[config.mk]
export PLATFORM = sky130hd
export DESIGN_NAME = uart_receiver
export DESIGN_NICKNAME = d
export VERILOG_FILES = /design/src/rtl/uart_receiver.sv
export SDC_FILE = /design/constraint.sdc
export NUM_CORES = 1
export LEC_CHECK = 0
export BUFFER_PORTS_ARGS = -buffer_cell sky130_fd_sc_hd__clkbuf_2
export CAP_MARGIN = 10
export CORE_UTILIZATION = 55
export CTS_CLUSTER_SIZE = 14
export DETAILED_ROUTE_END_ITERATION = 10
export PLACE_DENSITY = 0.72
export SLEW_MARGIN = 20
export SYNTH_ARGS = -nofsm -noshare
export SYNTH_HDL_FRONTEND = slang
export SYNTH_SLANG_ARGS = --single-unit
export TNS_END_PERCENT = 50
[constraint.sdc]
create_clock -name clk -period 1.95 [get_ports clk]
set_clock_uncertainty 0.05 [all_clocks]
set_input_delay 0 -clock clk [delete_from_list [all_inputs] [get_ports clk]]
set_output_delay 0 -clock clk [all_outputs]
set_load 0.03 [all_outputs]
[src/rtl/uart_receiver.sv]
// uart_receiver
//   8N1 asynchronous serial receiver. rxd is brought into the clk domain by a
//   2-FF synchroniser. The receiver detects the start bit and samples every
//   bit at mid-bit. Each good byte is presented on data together with a
//   one-cycle valid strobe.
//
//   Optional feature: define UART_RX_PARITY_EN for 8E1 framing. An even
//   parity bit then follows the data bits, and a parity mismatch is reported
//   on ferr.
//
// Ports
//   clk    in   system clock, all logic on posedge
//   rst    in   asynchronous reset, active low
//   rxd    in   serial line, idle high, LSB first
//   data   out  last good byte, holds until the next good frame
//   valid  out  1-cycle pulse, data updated this cycle
//   ferr   out  1-cycle pulse, bad stop (or parity) bit, data not updated
//
// state  | meaning
// IDLE   | line idle, waiting for rx_s low
// START  | confirming start bit at mid-bit
// DATA   | sampling 8 data bits, one per RATE clocks
// PARITY | sampling even-parity bit (UART_RX_PARITY_EN only)
// STOP   | sampling stop bit at mid-bit
// BREAK  | framing error seen, waiting for line to return high
module uart_receiver #(
  parameter int CLK  = 50_000_000,
  parameter int BAUD = 9600
) (
  input  logic       clk,
  input  logic       rst,
  input  logic       rxd,
  output logic [7:0] data,
  output logic       valid,
  output logic       ferr
);

  localparam int RATE = CLK / BAUD;
  localparam int HALF = RATE / 2;
  localparam logic [31:0] HALF_TC = 32'(HALF - 1);
  localparam logic [31:0] RATE_TC = 32'(RATE - 1);

  typedef enum logic [2:0] {
    IDLE   = 3'd0,
    START  = 3'd1,
    DATA   = 3'd2,
`ifdef UART_RX_PARITY_EN
    PARITY = 3'd3,
`endif
    STOP   = 3'd4,
    BREAK  = 3'd5
  } state_t;

  state_t      state, state_nx;
  logic        sync1, rx_s;
  logic [31:0] cnt;
  logic [2:0]  bitcnt;
  logic [7:0]  sh;
  logic        cnt_clr, shift_en, good, bad, par_ok;

`ifdef UART_RX_PARITY_EN
  logic        par, par_en;
  // even parity: data bits plus parity bit must have an even number of ones
  assign par_ok = ~^{sh, par};
`else
  assign par_ok = 1'b1;
`endif

  always_comb begin
    state_nx = state;
    cnt_clr  = 1'b0;
    shift_en = 1'b0;
    good     = 1'b0;
    bad      = 1'b0;
`ifdef UART_RX_PARITY_EN
    par_en   = 1'b0;
`endif
    case (state)
      IDLE:  if (!rx_s) state_nx = START;
      START: if (cnt == HALF_TC) state_nx = rx_s ? IDLE : DATA;
      DATA: if (cnt == RATE_TC) begin
        shift_en = 1'b1;
        cnt_clr  = 1'b1;
        if (bitcnt == 3'd7) begin
`ifdef UART_RX_PARITY_EN
          state_nx = PARITY;
`else
          state_nx = STOP;
`endif
        end
      end
`ifdef UART_RX_PARITY_EN
      PARITY: if (cnt == RATE_TC) begin
        par_en   = 1'b1;
        state_nx = STOP;
      end
`endif
      STOP: if (cnt == RATE_TC) begin
        // returning to IDLE at mid-stop leaves half a bit to catch a
        // back-to-back start bit
        if (rx_s && par_ok) begin
          good     = 1'b1;
          state_nx = IDLE;
        end else begin
          bad      = 1'b1;
          state_nx = BREAK;
        end
      end
      BREAK:   if (rx_s) state_nx = IDLE;
      default: state_nx = IDLE;
    endcase
  end

  always_ff @(posedge clk or negedge rst) begin
    if (!rst) begin
      sync1  <= 1'b1;
      rx_s   <= 1'b1;
      state  <= IDLE;
      cnt    <= '0;
      bitcnt <= '0;
      sh     <= '0;
      data   <= '0;
      valid  <= 1'b0;
      ferr   <= 1'b0;
`ifdef UART_RX_PARITY_EN
      par    <= 1'b0;
`endif
    end else begin
      sync1 <= rxd;
      rx_s  <= sync1;
      state <= state_nx;
      if (cnt_clr || (state_nx != state)) cnt <= '0;
      else                                cnt <= cnt + 32'd1;
      if ((state_nx == DATA) && (state != DATA)) bitcnt <= '0;
      else if (shift_en)                         bitcnt <= bitcnt + 3'd1;
      if (shift_en) sh <= {rx_s, sh[7:1]};
`ifdef UART_RX_PARITY_EN
      if (par_en) par <= rx_s;
`endif
      if (good) data <= sh;
      valid <= good;
      ferr  <= bad;
    end
  end

endmodule

**Word-level counts from Yosys, hierarchy flattened**

Cells that the tools add are included.

- Bits in registers: 58
- Latch bits: 0
- RAM bits: 0
- ROM bits: 0
- Bits of input ports: 3
- Output and inout bits: 10
- Word-level logic and storage cells: 45
- Memories kept: 0

- Add/sub/neg operators: 2
- Multiply operators: 0
- Divide/modulo/power cells: 0
- Order comparisons: 0
- Equality and inequality tests: 10
- Shift operators: 0
- Multiplexer cells: 20
- Bitwise logic cells: 0
- Reduce and logical (&&, ||, !) cells: 4

Operator list:

| kind | count |
|---|---|
| 32-bit by 1-bit adder with 32-bit output (second input constant) | 1 |
| 32-bit by 12-bit == test with 1-bit output (second input constant) | 1 |
| 32-bit by 13-bit == test with 1-bit output (second input constant) | 1 |
| 32-bit two-way mux | 1 |
| 3-bit two-way mux | 9 |
| 3-bit case mux with 5 select lines | 1 |
| 3-bit == test (second input constant) | 3 |
| 1-bit two-way mux | 8 |
| 3-bit by 2-bit == test with 1-bit output (second input constant) | 2 |
| 3-bit by 1-bit adder with 3-bit output (second input constant) | 1 |
| 3-bit by 1-bit == test with 1-bit output (second input constant) | 1 |
| 3-bit zero test | 1 |
| 3-bit by 2-bit inequality test with 1-bit output (second input constant) | 1 |
| 3-bit inequality test | 1 |
| 2-bit two-way mux | 1 |
| 2-bit nonzero test | 1 |
| 1-bit logical AND | 1 |
| 1-bit logical OR | 1 |

**Logic depth before layout (Yosys ltp)**

Gate-level depths: netlist of run 1.

- Depth after elaboration: 7
- Depth in mapped cells: 8
- Gate-level depth less buffers: 6

**Least setup slack after synthesis of run 1**

No wires, ideal clock.

- Path kind: flip-flop to flip-flop
- From: register cnt[0]
- To: register sh[0]
- Setup time: 0.128 ns
- Arrival time: 1.825 ns
- Required time: 1.772 ns
- Path slack: -0.053 ns
- Stages on the path, launching flop included: 7
- Buffers on the path: 1
- Clock period less this slack: 2.003 ns
- Cells stage by stage: dfrtp_1 > ha_1 > nor4b_4 > nand4_2 > nor4_2 > buf_4 > mux2_1

- Cells in the longest elaborated chain, start to end: 3

RTL lines:

| item | RTL line | source |
|---|---|---|
| start, declared | 56 | `logic [31:0] cnt;` |
| start signal, assigned | 133 | `else cnt <= cnt + 32'd1;` |
| 32-bit by 13-bit == test with 1-bit output | 81 | `DATA: if (cnt == RATE_TC) begin` |
| 1-bit two-way mux | 81 |  |
| 1-bit two-way mux | 78 | `case (state)` |
| end signal, assigned | 136 | `if (shift_en) sh <= {rx_s, sh[7:1]};` |
| end, declared | 58 | `logic [7:0] sh;` |

Every way passes these cells.
A chain may end at the register's enable or synchronous reset.

**Worst setup path after layout of run 1**

- From: register cnt[9]
- To: register sh[4]

The elaborated chain is that of the path after synthesis.

==> reports/results.ini, run 1 <==
[clocking]
ctsHtreeMaxLevel = 3
number_of_buffers_inserted_during_clock_tree_synthesis = 9
clkTransAtPathRegs_ns = 0.06
max-clock-path-buffers = 2
clock_tree.root_cell = sky130_fd_sc_hd__clkbuf_8
clock_insertion_delay_worst_skew_ns = 0.34
clock-sinks = 58
clock_tree_from_tritoncts = done

[critical_path]
critical_path.max_stage_delay_ns = 0.38
critical-path-slowest-cell = sky130_fd_sc_hd__dfrtp_1
cp.arrival_ns = 2.16
path_cells = nor4bb_1 -> buf_4 -> nand4_1 -> nor4_4 -> buf_6 -> mux2_4
critPathMaxFanout = 6
cp-end-kind = flip-flop
crit_type = reg -> reg
worstPathRequired_ns = 2.12
crit_path_start_kind = flip-flop

[timing]
final_period_utilization = 1.02
setup_tns_ns = -0.777
timing.slew.headroom = 0.738
setup_ws_ns = -0.0402
layout_min_cycle_time_ns = 1.99
hold_viol_final = 0
timing.fmax_mhz = 502
pin_slew_with_the_least_headroom_to_its_limit_ns = 0.393
setup_repair_after_global_routing_missed_its_margin = yes
fin_worst_hold_slack_ns = 0.170
final_number_of_setup_violating_endpoints = 41
slew_viol_final = 0

[global_route]
grt_antenna_before_repair = 0
wire_length_of_the_first_global_routing_pass_um = 10900
global_route_congestion_overflow_total = 0
grt_max_degree = 33
grt_pass1_vias = 2263
grt.total_usage = 0.268

[synthesis]
synth.largest_area_cell = sky130_fd_sc_hd__dfrtp_1
postSynthRegisterBits = 58
postSynthAreaPerCell_sq_um = 10.9
synthFlopType = sky130_fd_sc_hd__dfrtp_1
yosysUniqueCellTypes = 42
seq_area_frac_synth = 0.498
synth_area_sq_um = 2920
synth-warning-count = 0
synthArstFlopShare = 1.00
synthDominantCellAreaShare = 0.480
syn_nets = 273
number_of_synthesized_flops_with_an_enable_pin = 0
synth_area_leaders = sky130_fd_sc_hd__dfrtp_1, sky130_fd_sc_hd__xnor2_1, sky130_fd_sc_hd__nor2_1, sky130_fd_sc_hd__mux2_4, sky130_fd_sc_hd__mux2_1
postSynthCellCount = 267

[finish]
antenna-diode-count = 0
final_net_count = 336
area.growth.synth_to_final_pct = 28.2
layout.cells.most_common = sky130_fd_sc_hd__dfrtp_1
commonest_non_fill_non_tap_cells_in_the_layout = sky130_fd_sc_hd__dfrtp_1, sky130_fd_sc_hd__buf_4, sky130_fd_sc_hd__nor2_1
multi_input_area_sq_um = 1460
utilization = 0.732
post_route_cells_drive_above_1_share = 0.337
area.sequential_sq_um = 1450
fillCellCount = 363

[routing]
detail_route.iter0.violations = 189
drt_first_pass_iters = 4
detail_route.wirelength_um = 6440
avgRoutedWirePerCell_um = 15.9
drc_errors = 0
route.vias.total = 2208
drt-vias-per-instance = 5.45
ant_nets = 0

[placement]
dp_hpwl_um = 4340
gp_congestion = 0.834
portBuffers = 12
detailedPlace.worstSlack_ns = -0.0720

[power]
design_power_total_w = 0.00264
power.density_nw_per_um2 = 707
ir_worst_vdd_v = 0.000646
leakagePower_nw = 1.73

[floorplanning]
fp-row-count = 26
core_sq_um = 5110
die_height_um = 74.8
floorplan.die_area_sq_um = 5600
die_w_um = 74.8
top_level_ports = 13
initial_core_util = 0.571

[run]
max_cap_viols = 0

[outcome]
failing_checks = setup timing
outcome = finished, violations left

[min_path]
hold_class = in -> async

-- layout make-up --
class | instances | share of cell area
clock buffers | 11 | 0.0405
clock inverters | 5 | 0.0268
inverters | 9 | 0.00904
multi-input cells | 191 | 0.389
flip-flops and latches | 58 | 0.389
well taps | 70 | 0.0234
repair buffers | 61 | 0.122
-- final timing paths --
| check | from | end | slack (ns) | cells after the start |
|---|---|---|---|---|
| max in group asynchronous | rst | cnt[13] | 1.37 | 3 |
| min | rst | cnt[24] | 0.17 | 3 |
| max reg2reg | cnt[9] | sh[4] | -0.04 | 6 |
| min in group clk | rxd | sync1 | 0.24 | 2 |
| min reg2reg | sync1 | rx_s | 0.31 | 0 |
| max | cnt[9] | sh[4] | -0.04 | 6 |
-- critical path: cells and delay by family (launching register included) --
family                 cells  cell delay (ns)
AND/OR/NAND/NOR            3             0.79
multiplexers               1             0.30
flip-flops                 1             0.38
buffers and inverters      2             0.34
-- flip-flops by register name, indices dropped and copies added, names as in the netlist --
signal / count
cnt: 32
data: 8
sh: 8
bitcnt: 3
state: 3
ferr: 1
rx_s: 1
sync1: 1
valid: 1
-- cells by family (layout without fill, tap and decap cells) --
| logic type | after synthesis | in the layout | share of synthesized area |
|---|---|---|---|
| simple gates | 126 | 126 | 0.255 |
| flops | 58 | 58 | 0.498 |
| xor+xnor | 30 | 30 | 0.0901 |
| mux | 18 | 18 | 0.0789 |
| buf+inv | 18 | 86 | 0.0300 |
| compound gates | 14 | 14 | 0.0347 |
| fa+ha+maj | 3 | 3 | 0.0129 |
-- per-stage QoR --
step                instances  cell area [sq um]
detailed placement        385               3370
floorplan                 267               2930
finish                    405               3740
global route              405               3740
CTS                       405               3700
global placement          385               3370
-- cell usage after synthesis, types with 2 or more instances --
cell type / n
sky130_fd_sc_hd__dfrtp_1: 56
sky130_fd_sc_hd__nor2_1: 40
sky130_fd_sc_hd__xnor2_1: 23
sky130_fd_sc_hd__nand2_1: 14
sky130_fd_sc_hd__nand3_1: 12
sky130_fd_sc_hd__nor3_1: 12
sky130_fd_sc_hd__inv_1: 9
sky130_fd_sc_hd__nor4_1: 9
sky130_fd_sc_hd__and4_1: 8
sky130_fd_sc_hd__mux2_4: 8
sky130_fd_sc_hd__mux2_1: 7
sky130_fd_sc_hd__xor2_1: 7
sky130_fd_sc_hd__a21oi_1: 6
sky130_fd_sc_hd__and3_1: 5
sky130_fd_sc_hd__buf_2: 4
sky130_fd_sc_hd__buf_4: 4
sky130_fd_sc_hd__nand4_1: 4
sky130_fd_sc_hd__nor4_2: 4
sky130_fd_sc_hd__nor4bb_1: 4
sky130_fd_sc_hd__ha_1: 3
sky130_fd_sc_hd__dfstp_2: 2
sky130_fd_sc_hd__mux2i_1: 2
sky130_fd_sc_hd__nor3b_1: 2
sky130_fd_sc_hd__o21ai_0: 2
sky130_fd_sc_hd__or2_2: 2
sky130_fd_sc_hd__or3_1: 2
-- routing by layer --
metal | track usage | vias to the layer above | routed length [um]
li1 | - | 1071 | -
met1 | 0.377 | 1077 | 3050
met2 | 0.412 | 52 | 3040
met3 | 0.0629 | 8 | 295
met4 | 0.0881 | 0 | 58
met5 | 0 | - | 0
-- power by group --
part / internal [W] / leakage [nW] / total, W / switching (W)
sequential: 0.00121 / 0.789 / 0.00121 / 0.00000303
clock: 0.000914 / 0.129 / 0.00140 / 0.000486
combinational: 0.00000765 / 0.809 / 0.0000331 / 0.0000254
-- repair_timing --
item                                   in CTS  in global routing
resized for setup                          12                  8
endpoints found under the hold margin      59                  0
setup buffers                               2                  0
pin swaps                                   3                  0
setup endpoints to repair                  49                 51
gates cloned                                0                  0
hold buffers                                2                  0
Note: power is estimated with default switching activity, not from simulation.
==> inputs of run 2 (changes only) <==
--- a/config.mk
+++ b/config.mk
@@ -7,10 +7,12 @@
 export LEC_CHECK = 0
 export BUFFER_PORTS_ARGS = -buffer_cell sky130_fd_sc_hd__clkbuf_2
 export CAP_MARGIN = 10
-export CORE_UTILIZATION = 55
+export CORE_UTILIZATION = 30
 export CTS_CLUSTER_SIZE = 14
 export DETAILED_ROUTE_END_ITERATION = 10
-export PLACE_DENSITY = 0.72
+export PLACE_DENSITY = 0.43
+export REMOVE_ABC_BUFFERS = 1
+export SETUP_SLACK_MARGIN = 0.05
 export SLEW_MARGIN = 20
 export SYNTH_ARGS = -nofsm -noshare
 export SYNTH_HDL_FRONTEND = slang
==> reports/results.ini, run 2 (synthesis results as in run 1) <==
[outcome]
outcome = finished, violations left
failing_checks = setup timing

[floorplanning]
initial_core_util = 0.313
die_height_um = 101
die_w_um = 101
fp-row-count = 35
floorplan.die_area_sq_um = 10100
top_level_ports = 13
core_sq_um = 9330

[finish]
largest_register_ffs = 32
post_route_cells_drive_above_1_share = 0.344
area.growth.synth_to_final_pct = 32.0
layout.cells.most_common = sky130_fd_sc_hd__dfrtp_1
largest-register = cnt
area.sequential_sq_um = 1450
fillCellCount = 907
antenna-diode-count = 0
multi_input_area_sq_um = 1460
commonest_non_fill_non_tap_cells_in_the_layout = sky130_fd_sc_hd__dfrtp_1, sky130_fd_sc_hd__buf_4, sky130_fd_sc_hd__nor2_1
final_net_count = 344
biggestRegsByFlops = cnt x32, data x8, sh x8
post_layout_nonfiller_instances = 472

[clocking]
max-clock-path-buffers = 2
clock_tree_from_tritoncts = done
clkTransAtPathRegs_ns = 0.08
clock-sinks = 58
ctsHtreeMaxLevel = 3
clock_insertion_delay_worst_skew_ns = 0.34
clock_tree.root_cell = sky130_fd_sc_hd__clkbuf_8
number_of_buffers_inserted_during_clock_tree_synthesis = 9

[critical_path]
critical_path.reg2reg.endpoint = sh[2]
critical-path-slowest-cell = sky130_fd_sc_hd__dfrtp_1
crit_type = reg -> reg
cp.arrival_ns = 2.16
critPathMaxFanout = 5
cp-endpoint = sh[2]
ff2ff_setup_slack_ns = -0.03
worstRegToRegCells = 6
critical_path.max_stage_delay_ns = 0.37
r2r_start = cnt[0]
cp_top_delay_family = simple AND/OR/NAND/NOR gates
startpoint = cnt[0]
crit_path_start_kind = flip-flop
worstPathRequired_ns = 2.13
critical_path.n_buffers_inverters = 1
cp.depth = 6
cp-end-kind = flip-flop
path_cells = ha_2 -> nor4b_4 -> nand4_4 -> nor4_4 -> buf_4 -> mux2_4

[placement]
gp_congestion = 0.800
detailedPlace.worstSlack_ns = -0.0953
dp_hpwl_um = 4450
placedCellCount = 447
portBuffers = 12

[global_route]
wire_length_of_the_first_global_routing_pass_um = 11000
grt.total_usage = 0.144
grt_antenna_before_repair = 0
grt_pass1_vias = 2250
global_route_congestion_overflow_total = 0
grt_max_degree = 59

[routing]
wl_met2_um = 3050
detail_route.wirelength_um = 6510
ant_nets = 0
met3_wirelength_um = 195
drt-vias-per-instance = 4.61
detail_route.iter0.violations = 43
post_route_met1_wirelength_um = 3190
avgRoutedWirePerCell_um = 13.8
top_signal_layer_used = met4
drc_errors = 0
route.vias.total = 2176
drt_first_pass_iters = 4

[timing]
setup_ws_ns = -0.0301
final_number_of_setup_violating_endpoints = 30
layout_min_cycle_time_ns = 1.98
pin_slew_with_the_least_headroom_to_its_limit_ns = 0.330
slew_viol_final = 0
timing.slew.headroom = 0.778
hold_viol_final = 0
timing.fmax_mhz = 505
setup_repair_after_global_routing_missed_its_margin = yes
final_period_utilization = 1.02

[power]
ir_worst_vdd_v = 0.000356
design_power_total_w = 0.00249
power.density_nw_per_um2 = 648
leakagePower_nw = 1.76

[min_path]
hold_class = in -> async

[run]
max_cap_viols = 0

==> run 2: how the worst min path moves through the flow <==
stage	start	to	slack [ns]	cells after the start
2_1_floorplan	rst	bitcnt[0]	-0.35	0
3_3_place_gp	rst	cnt[2]	-0.01	2
3_5_place_dp	rst	ferr	-0.01	2
4_1_cts	rst	ferr	0.16	3
5_1_grt	rst	ferr	0.17	3
6_report	rst	ferr	0.15	3
==> run 2: worst register-to-register path, stage by stage, from the launching register on <==
cell and delay (ns):
sky130_fd_sc_hd__dfrtp_1 0.37, sky130_fd_sc_hd__ha_2 0.19, sky130_fd_sc_hd__nor4b_4 0.24, sky130_fd_sc_hd__nand4_4 0.17, sky130_fd_sc_hd__nor4_4 0.35, sky130_fd_sc_hd__buf_4 0.21, sky130_fd_sc_hd__mux2_4 0.30
==> run 2: power by group <==
part	leakage (nW)	switching (W)	internal (W)
Clock	0.106	0.000523	0.000727
Combinational	0.863	0.0000261	0.00000921
Sequential	0.789	0.00000318	0.00121
==> run 2: what timing repair did <==
| item | CTS | global route |
|---|---|---|
| gates resized for setup | 18 | 2 |
| setup endpoints to repair | 51 | 51 |
| hold buffers | 2 | 0 |
| endpoints found under the hold margin | 59 | 0 |
| setup buffers | 6 | 0 |
| gates cloned | 1 | 0 |
| pin swaps | 5 | 1 |
==> run 2: through the flow <==
| step | cell area, sq um | setup TNS [ns] | hold slack, ns | utilization |
|---|---|---|---|---|
| 2_1_floorplan | 2860 | -14.01 | -0.346 | - |
| 3_3_place_gp | 3470 | -1.43 | -0.0100 | 0.372 |
| 3_5_place_dp | 3470 | -2.59 | -0.0103 | 0.372 |
| 4_1_cts | 3850 | -0.836 | 0.157 | 0.412 |
| 5_1_grt | 3850 | -6.80 | 0.171 | 0.413 |
| 6_report | 3850 | -0.237 | 0.152 | 0.413 |
==> run 2: layout make-up <==
type,instances,share of cell area
sequential,58,0.378
timing repair buffer,69,0.135
multi-input combinational,191,0.378
inverter,9,0.00877
clock buffer,9,0.0322
tap,129,0.0419
clock inverter,7,0.0263
==> run 2: routing by layer <==
metal  up-vias  global-route usage
met1      1047               0.188
li1       1088                   -
met3         9              0.0374
met5         -                   0
met4         0              0.0502
met2        32               0.232
